File: config.mk
export PLATFORM = sky130hd
export DESIGN_NAME = matmul_uc_sequencer
export DESIGN_NICKNAME = d
export VERILOG_FILES = /design/src/rtl/matmul_uc_sequencer.sv
export SDC_FILE = /design/constraint.sdc
export NUM_CORES = 1
export LEC_CHECK = 0
export CAP_MARGIN = 20
export CORE_UTILIZATION = 34
export DETAILED_ROUTE_END_ITERATION = 7
export DONT_BUFFER_PORTS = 1
export PLACE_DENSITY = 0.57
export SYNTH_ARGS = -nofsm -noshare
export SYNTH_HDL_FRONTEND = slang
export SYNTH_SLANG_ARGS = --single-unit
File: constraint.sdc
create_clock -name clk -period 2.6 [get_ports clk]
set_clock_uncertainty 0.15 [all_clocks]
set_input_delay 0.65 -clock clk [delete_from_list [all_inputs] [get_ports clk]]
set_output_delay 0.65 -clock clk [all_outputs]
set_load 0.05 [all_outputs]
File: src/rtl/matmul_uc_sequencer.sv
// matmul_uc_sequencer: fetch-redirect control for the MATMUL2 microcode ROM.
// Rev 1.0 - initial release.
`default_nettype none

module matmul_uc_sequencer #(
  parameter int         XLEN        = 32,
  parameter logic [6:0] OP_START    = 7'b1111010,
  parameter logic [6:0] OP_END      = 7'b1111100,
  parameter int         WDOG_CYCLES = 1024
) (
  input  logic            clk,
  input  logic            reset,
  input  logic [XLEN-1:0] InstrF,
  input  logic [XLEN-1:0] PCF,
  input  logic            StallF,
  input  logic            err_clr,
  output logic [1:0]      fsm_state,
  output logic [1:0]      im_sel,
  output logic            pc_mux_sel,
  output logic            save_pc,
  output logic            reset_pc,
  output logic [XLEN-1:0] pc_backup,
  output logic            start_matmul2,
  output logic            end_matmul,
  output logic            flush_d,
  output logic            busy,
  output logic [15:0]     uc_cycles,
  output logic            err_nested,
  output logic            err_orphan,
  output logic            err_timeout
);

  typedef enum logic [1:0] {
    NORMAL  = 2'b00,
    MATMUL2 = 2'b01
  } state_t;

  localparam logic [31:0] WDOG_LAST = 32'(WDOG_CYCLES - 1);

  state_t     state;
  logic       in_mm;
  logic [6:0] opcode;
  logic       hit_s;
  logic       hit_e;
  logic       wdog_fire;

  // Encodings 10/11 fall through as NORMAL because only MATMUL2 is decoded.
  assign in_mm  = (state == MATMUL2);
  assign opcode = InstrF[6:0];
  assign hit_s  = !StallF && (opcode == OP_START);
  assign hit_e  = !StallF && (opcode == OP_END);

  assign start_matmul2 = !in_mm && hit_s;
  assign end_matmul    = in_mm && hit_e;
  // A real end in the expiry cycle takes precedence over the watchdog.
  assign wdog_fire     = in_mm && !end_matmul && ({16'd0, uc_cycles} == WDOG_LAST);

  assign save_pc    = start_matmul2;
  assign reset_pc   = start_matmul2;
  assign pc_mux_sel = !(end_matmul || wdog_fire);
  assign flush_d    = hit_s || hit_e || wdog_fire;
  assign fsm_state  = in_mm ? 2'b01 : 2'b00;
  assign im_sel     = in_mm ? 2'b01 : 2'b00;
  assign busy       = in_mm;

  always_ff @(posedge clk) begin
    if (reset) begin
      state       <= NORMAL;
      pc_backup   <= '0;
      uc_cycles   <= '0;
      err_nested  <= 1'b0;
      err_orphan  <= 1'b0;
      err_timeout <= 1'b0;
    end else begin
      err_nested  <= (err_nested  && !err_clr) || (in_mm && hit_s);
      err_orphan  <= (err_orphan  && !err_clr) || (!in_mm && hit_e);
      err_timeout <= (err_timeout && !err_clr) || wdog_fire;

      if (start_matmul2) begin
        state     <= MATMUL2;
        pc_backup <= PCF + XLEN'(4);
        uc_cycles <= '0;
      end else if (in_mm) begin
        if (uc_cycles != 16'hFFFF)
          uc_cycles <= uc_cycles + 16'd1;
        state <= (end_matmul || wdog_fire) ? NORMAL : MATMUL2;
      end else begin
        state <= NORMAL;
      end
    end
  end

endmodule

`default_nettype wire
==> results by group <==
Die
  • Core ar.: 7890 µm²
  • Initial Utilization: 36.0%
  • Rows: 32
  • Die area: 8720 µm²
  • Die height: 93.4 µm
  • DIE WIDTH: 93.4 µm
  • I/O pins: 130

Worst setup path
  • Worst-path cell chain: or4_4, nor3_4, and3_4, a21oi_4, buf_12
  • CP max-delay cell: or4_4
  • WP buf/inv: 1
  • Worst r2r dst: uc_cycles[3]
  • Reg-to-reg setup timing slack: 0.47 ns
  • Startpoint types: register
  • Setup CP Type: register to output pin
  • Arrival @ worst endpoint: 1.85 ns
  • Worst path top cell family by delay: simple AND/OR/NAND/NOR gates
  • Worst Reg2Reg Path Length in Cells: 6
  • CP required: 1.80 ns
  • Worst r2r src: uc_cycles[0]
  • Critical path endpoint category: output pin
  • CP max stage delay: 0.55 ns
  • Max FO, Critical Path: 2

Power
  • Switching power: 0.321 mW
  • Combinational share of power: 4.6%
  • Lkg Pwr: 1.12 nW
  • Peak supply drop: 0.269 mV
  • Flop pwr share: 56.3%
  • Power Density: 429 nW/µm²
  • Total chip power: 1.43 mW
  • Clock power frac: 39.1%
  • Switching Share: 22.4%
  • Internal power: 1.11 mW

Logic synthesis
  • Synthesized instance count: 324
  • Synth top area share: 36.7%
  • Sequential fraction of the synthesis area: 36.7%
  • Netlist cell types: 47
  • Mapped cell area: 2840 µm²
  • Syn. warnings: 0
  • Mapped Avg Cell Area: 8.77 µm²
  • Synth area leader: dfxtp_1
  • Seq cells post-synth: 52
  • Area contributors post-synth: dfxtp_1 (37%), nor2_1 (7.7%), xor2_1 (6.8%)

Clock network
  • H-tree levels: 2
  • Clock Sinks: 52
  • CTS tree: done
  • Total CTS buffers: 5
  • CTS Hold Buffers Added: 0
  • CTS max path bufs: 2
  • Worst-path clk slew: 0.10 ns
  • Worst-Skew Late Latency: 0.30 ns
  • CTS root buf: clkbuf_8

Timing
  • Fmax: 377 MHz
  • Period utilisation layout: 102%
  • Hold Vio Cnt, Final: 0
  • Post-route minimum period: 2.65 ns
  • Final hold slack: 0.247 ns
  • Slew @ Worst Pin: 0.557 ns
  • RSZ-0062 raised after global routing: yes
  • Fin worst setup slack: -0.0530 ns
  • Max_slew headroom: 62.7%
  • Setup violations, final: 2
  • Slew Limit Fails: 0

Drt
  • Routed WL per cell: 15.3 µm
  • Vias/cell: 5.22
  • Routed Antenna Nets: 0
  • # DRC: 0
  • Initial detailed-routing violation count: 63
  • DR vias: 2338
  • Final wirelength: 6880 µm
  • First drt pass iteration count: 4

GRT
  • Vias in the first global route: 2305
  • Largest net degree at the start of global routing: 38
  • Initial antenna violation count: 0
  • Gr ovfl total: 0
  • GRT Util Overall: 15.9%
  • Global-route wire length before repair: 11100 µm

Min path
  • Hold wc startpoint: reset
  • HP Class: primary input to register
  • Worst hold endpoint: pc_backup[9]
  • Hold Path Depth: 1

Status
  • Outcome: complete, but fails checks
  • Failing checks: negative setup slack

Placed design
  • Number of I/O port buffers: 0
  • Final RePlAce weighted congestion: 0.745
  • Dpl hpwl: 5220 µm
  • Post-Place Cells: 438

Cells and area
  • Share of layout cells above drive strength 1: 24.0%
  • Final antenna diode count: 0
  • Non-Filler Instances: 448
  • Area growth, synth to finish: 17.4%
  • Nets: 415

Job
  • Max_cap viols: 0
==> cell usage in the layout (no fill, tap or decap), drive strengths merged <==
cell type  synthesis  final
a21oi              8      8
nand2             25     25
conb               1      2
o21ai              2      2
clkinvlp           0      1
xnor2             16     16
inv                5      5
or4                3      3
or2                1      1
o41ai              2      2
clkbuf             6      5
and3              10     10
nand3b             1      1
and4b              1      1
nand2b             1      1
a41oi              2      2
a22oi              1      1
dfxtp             52     52
nand4             15     15
a2bb2oi            1      1
and4               5      5
or3                1      1
clkinv             0      1
and2               3      3
xor2              22     22
a211oi            29     29
nor4               5      5
ha                 2      2
bufinv             0      1
nor3              11     11
nand3             16     16
mux2i              3      3
nor2              59     59
or3b               1      1
buf               14     33
==> worst max-delay path by stage <==
stage	from	to	slack [ns]	cells after the start
2_1_floorplan	StallF	pc_mux_sel	-0.15	5
3_3_place_gp	StallF	pc_mux_sel	-0.05	6
3_5_place_dp	StallF	pc_mux_sel	-0.06	6
4_1_cts	StallF	pc_mux_sel	-0.05	6
5_1_grt	uc_cycles[13]	pc_mux_sel	-0.11	5
6_report	uc_cycles[13]	pc_mux_sel	-0.05	5
==> sequential cells by signal, indices dropped and copies added, names as in the netlist <==
signal	flops
err_nested	1
err_orphan	1
uc_cycles	16
err_timeout	1
pc_backup	32
state	1
==> final cells by class <==
| cell class | instances | area (µm²) |
|---|---|---|
| clock inverter | 3 | 42.5 |
| inverter | 5 | 21.3 |
| tap | 102 | 128 |
| multi-input combinational | 248 | 1730 |
| timing repair buffer | 33 | 302 |
| sequential | 52 | 1040 |
| fill | 784 | 4550 |
| clock buffer | 5 | 68.8 |
==> Yosys cell counts (all sizes together) <==
cell type,count
mux2i,3
nor2,59
o21ai,2
xor2,22
or3b,1
dfxtp,52
and3,10
a22oi,1
a211oi,29
inv,5
or2,1
a2bb2oi,1
or4,3
nand3,16
clkbuf,6
nand3b,1
nand4,15
conb,1
and4,5
nand2b,1
xnor2,16
nand2,25
and4b,1
o41ai,2
nor4,5
buf,14
and2,3
a21oi,8
ha,2
a41oi,2
or3,1
nor3,11
==> metal layers <==
layer / track usage (%) / share of wire, % / up-vias / routed length [µm]
li1: - / - / 1181 / -
met1: 19.4 / 43 / 1082 / 2960
met2: 26.5 / 48 / 70 / 3270
met3: 5.20 / 8.4 / 5 / 579
met4: 4.23 / 0.97 / 0 / 67
met5: 0 / 0 / - / 0
==> worst reg2reg max path, delay by kind of cell, from the launching register on <==
kind / cells / cell delay, ns
simple gates: 3 / 0.44
fa+ha+maj: 1 / 0.28
flops: 1 / 0.35
compound gates: 1 / 0.66
xor+xnor: 1 / 0.16
==> stage by stage <==
stage	util, %	setup WS [ns]	instance area, µm²	setup TNS (ns)
6_report	42.3	-0.0530	3340	-0.0599
5_1_grt	42.3	-0.111	3340	-0.222
4_1_cts	42.0	-0.0541	3310	-0.0794
3_5_place_dp	40.3	-0.0636	3180	-0.0855
3_3_place_gp	40.3	-0.0455	3180	-0.0471
2_1_floorplan	-	-0.151	2910	-0.223
==> power by group through the flow <==
stage / Clock, mW / Sequential, mW / Combinational (mW)
after floorplan: 0 / 0.825 / 0.0679
after global placement: 0 / 0.825 / 0.0646
after detailed placement: 0 / 0.825 / 0.0658
after CTS: 0.588 / 0.807 / 0.0666
after global routing: 0.617 / 0.807 / 0.0722
final: 0.560 / 0.806 / 0.0660
==> logic make-up after synthesis <==
kind of cell / count (synthesis) / share of synthesized area (%)
AOI/OAI and AO/OA: 45 / 14.4
xor gates and xnor gates: 38 / 11.7
adders and majority gates: 2 / 0.881
buffers and inverters: 25 / 4.54
DFF: 52 / 36.7
muxes: 3 / 1.06
other: 1 / 0.132
and+or+nand+nor: 158 / 30.7
==> what timing repair did <==
action / 4_1_cts / 5_1_grt
setup buffers: 2 / 0
resized for setup: 3 / 6
pin swaps: 4 / 6
setup endpoints to repair: 3 / 3
No activity file was read; power rests on OpenSTA's default activity.
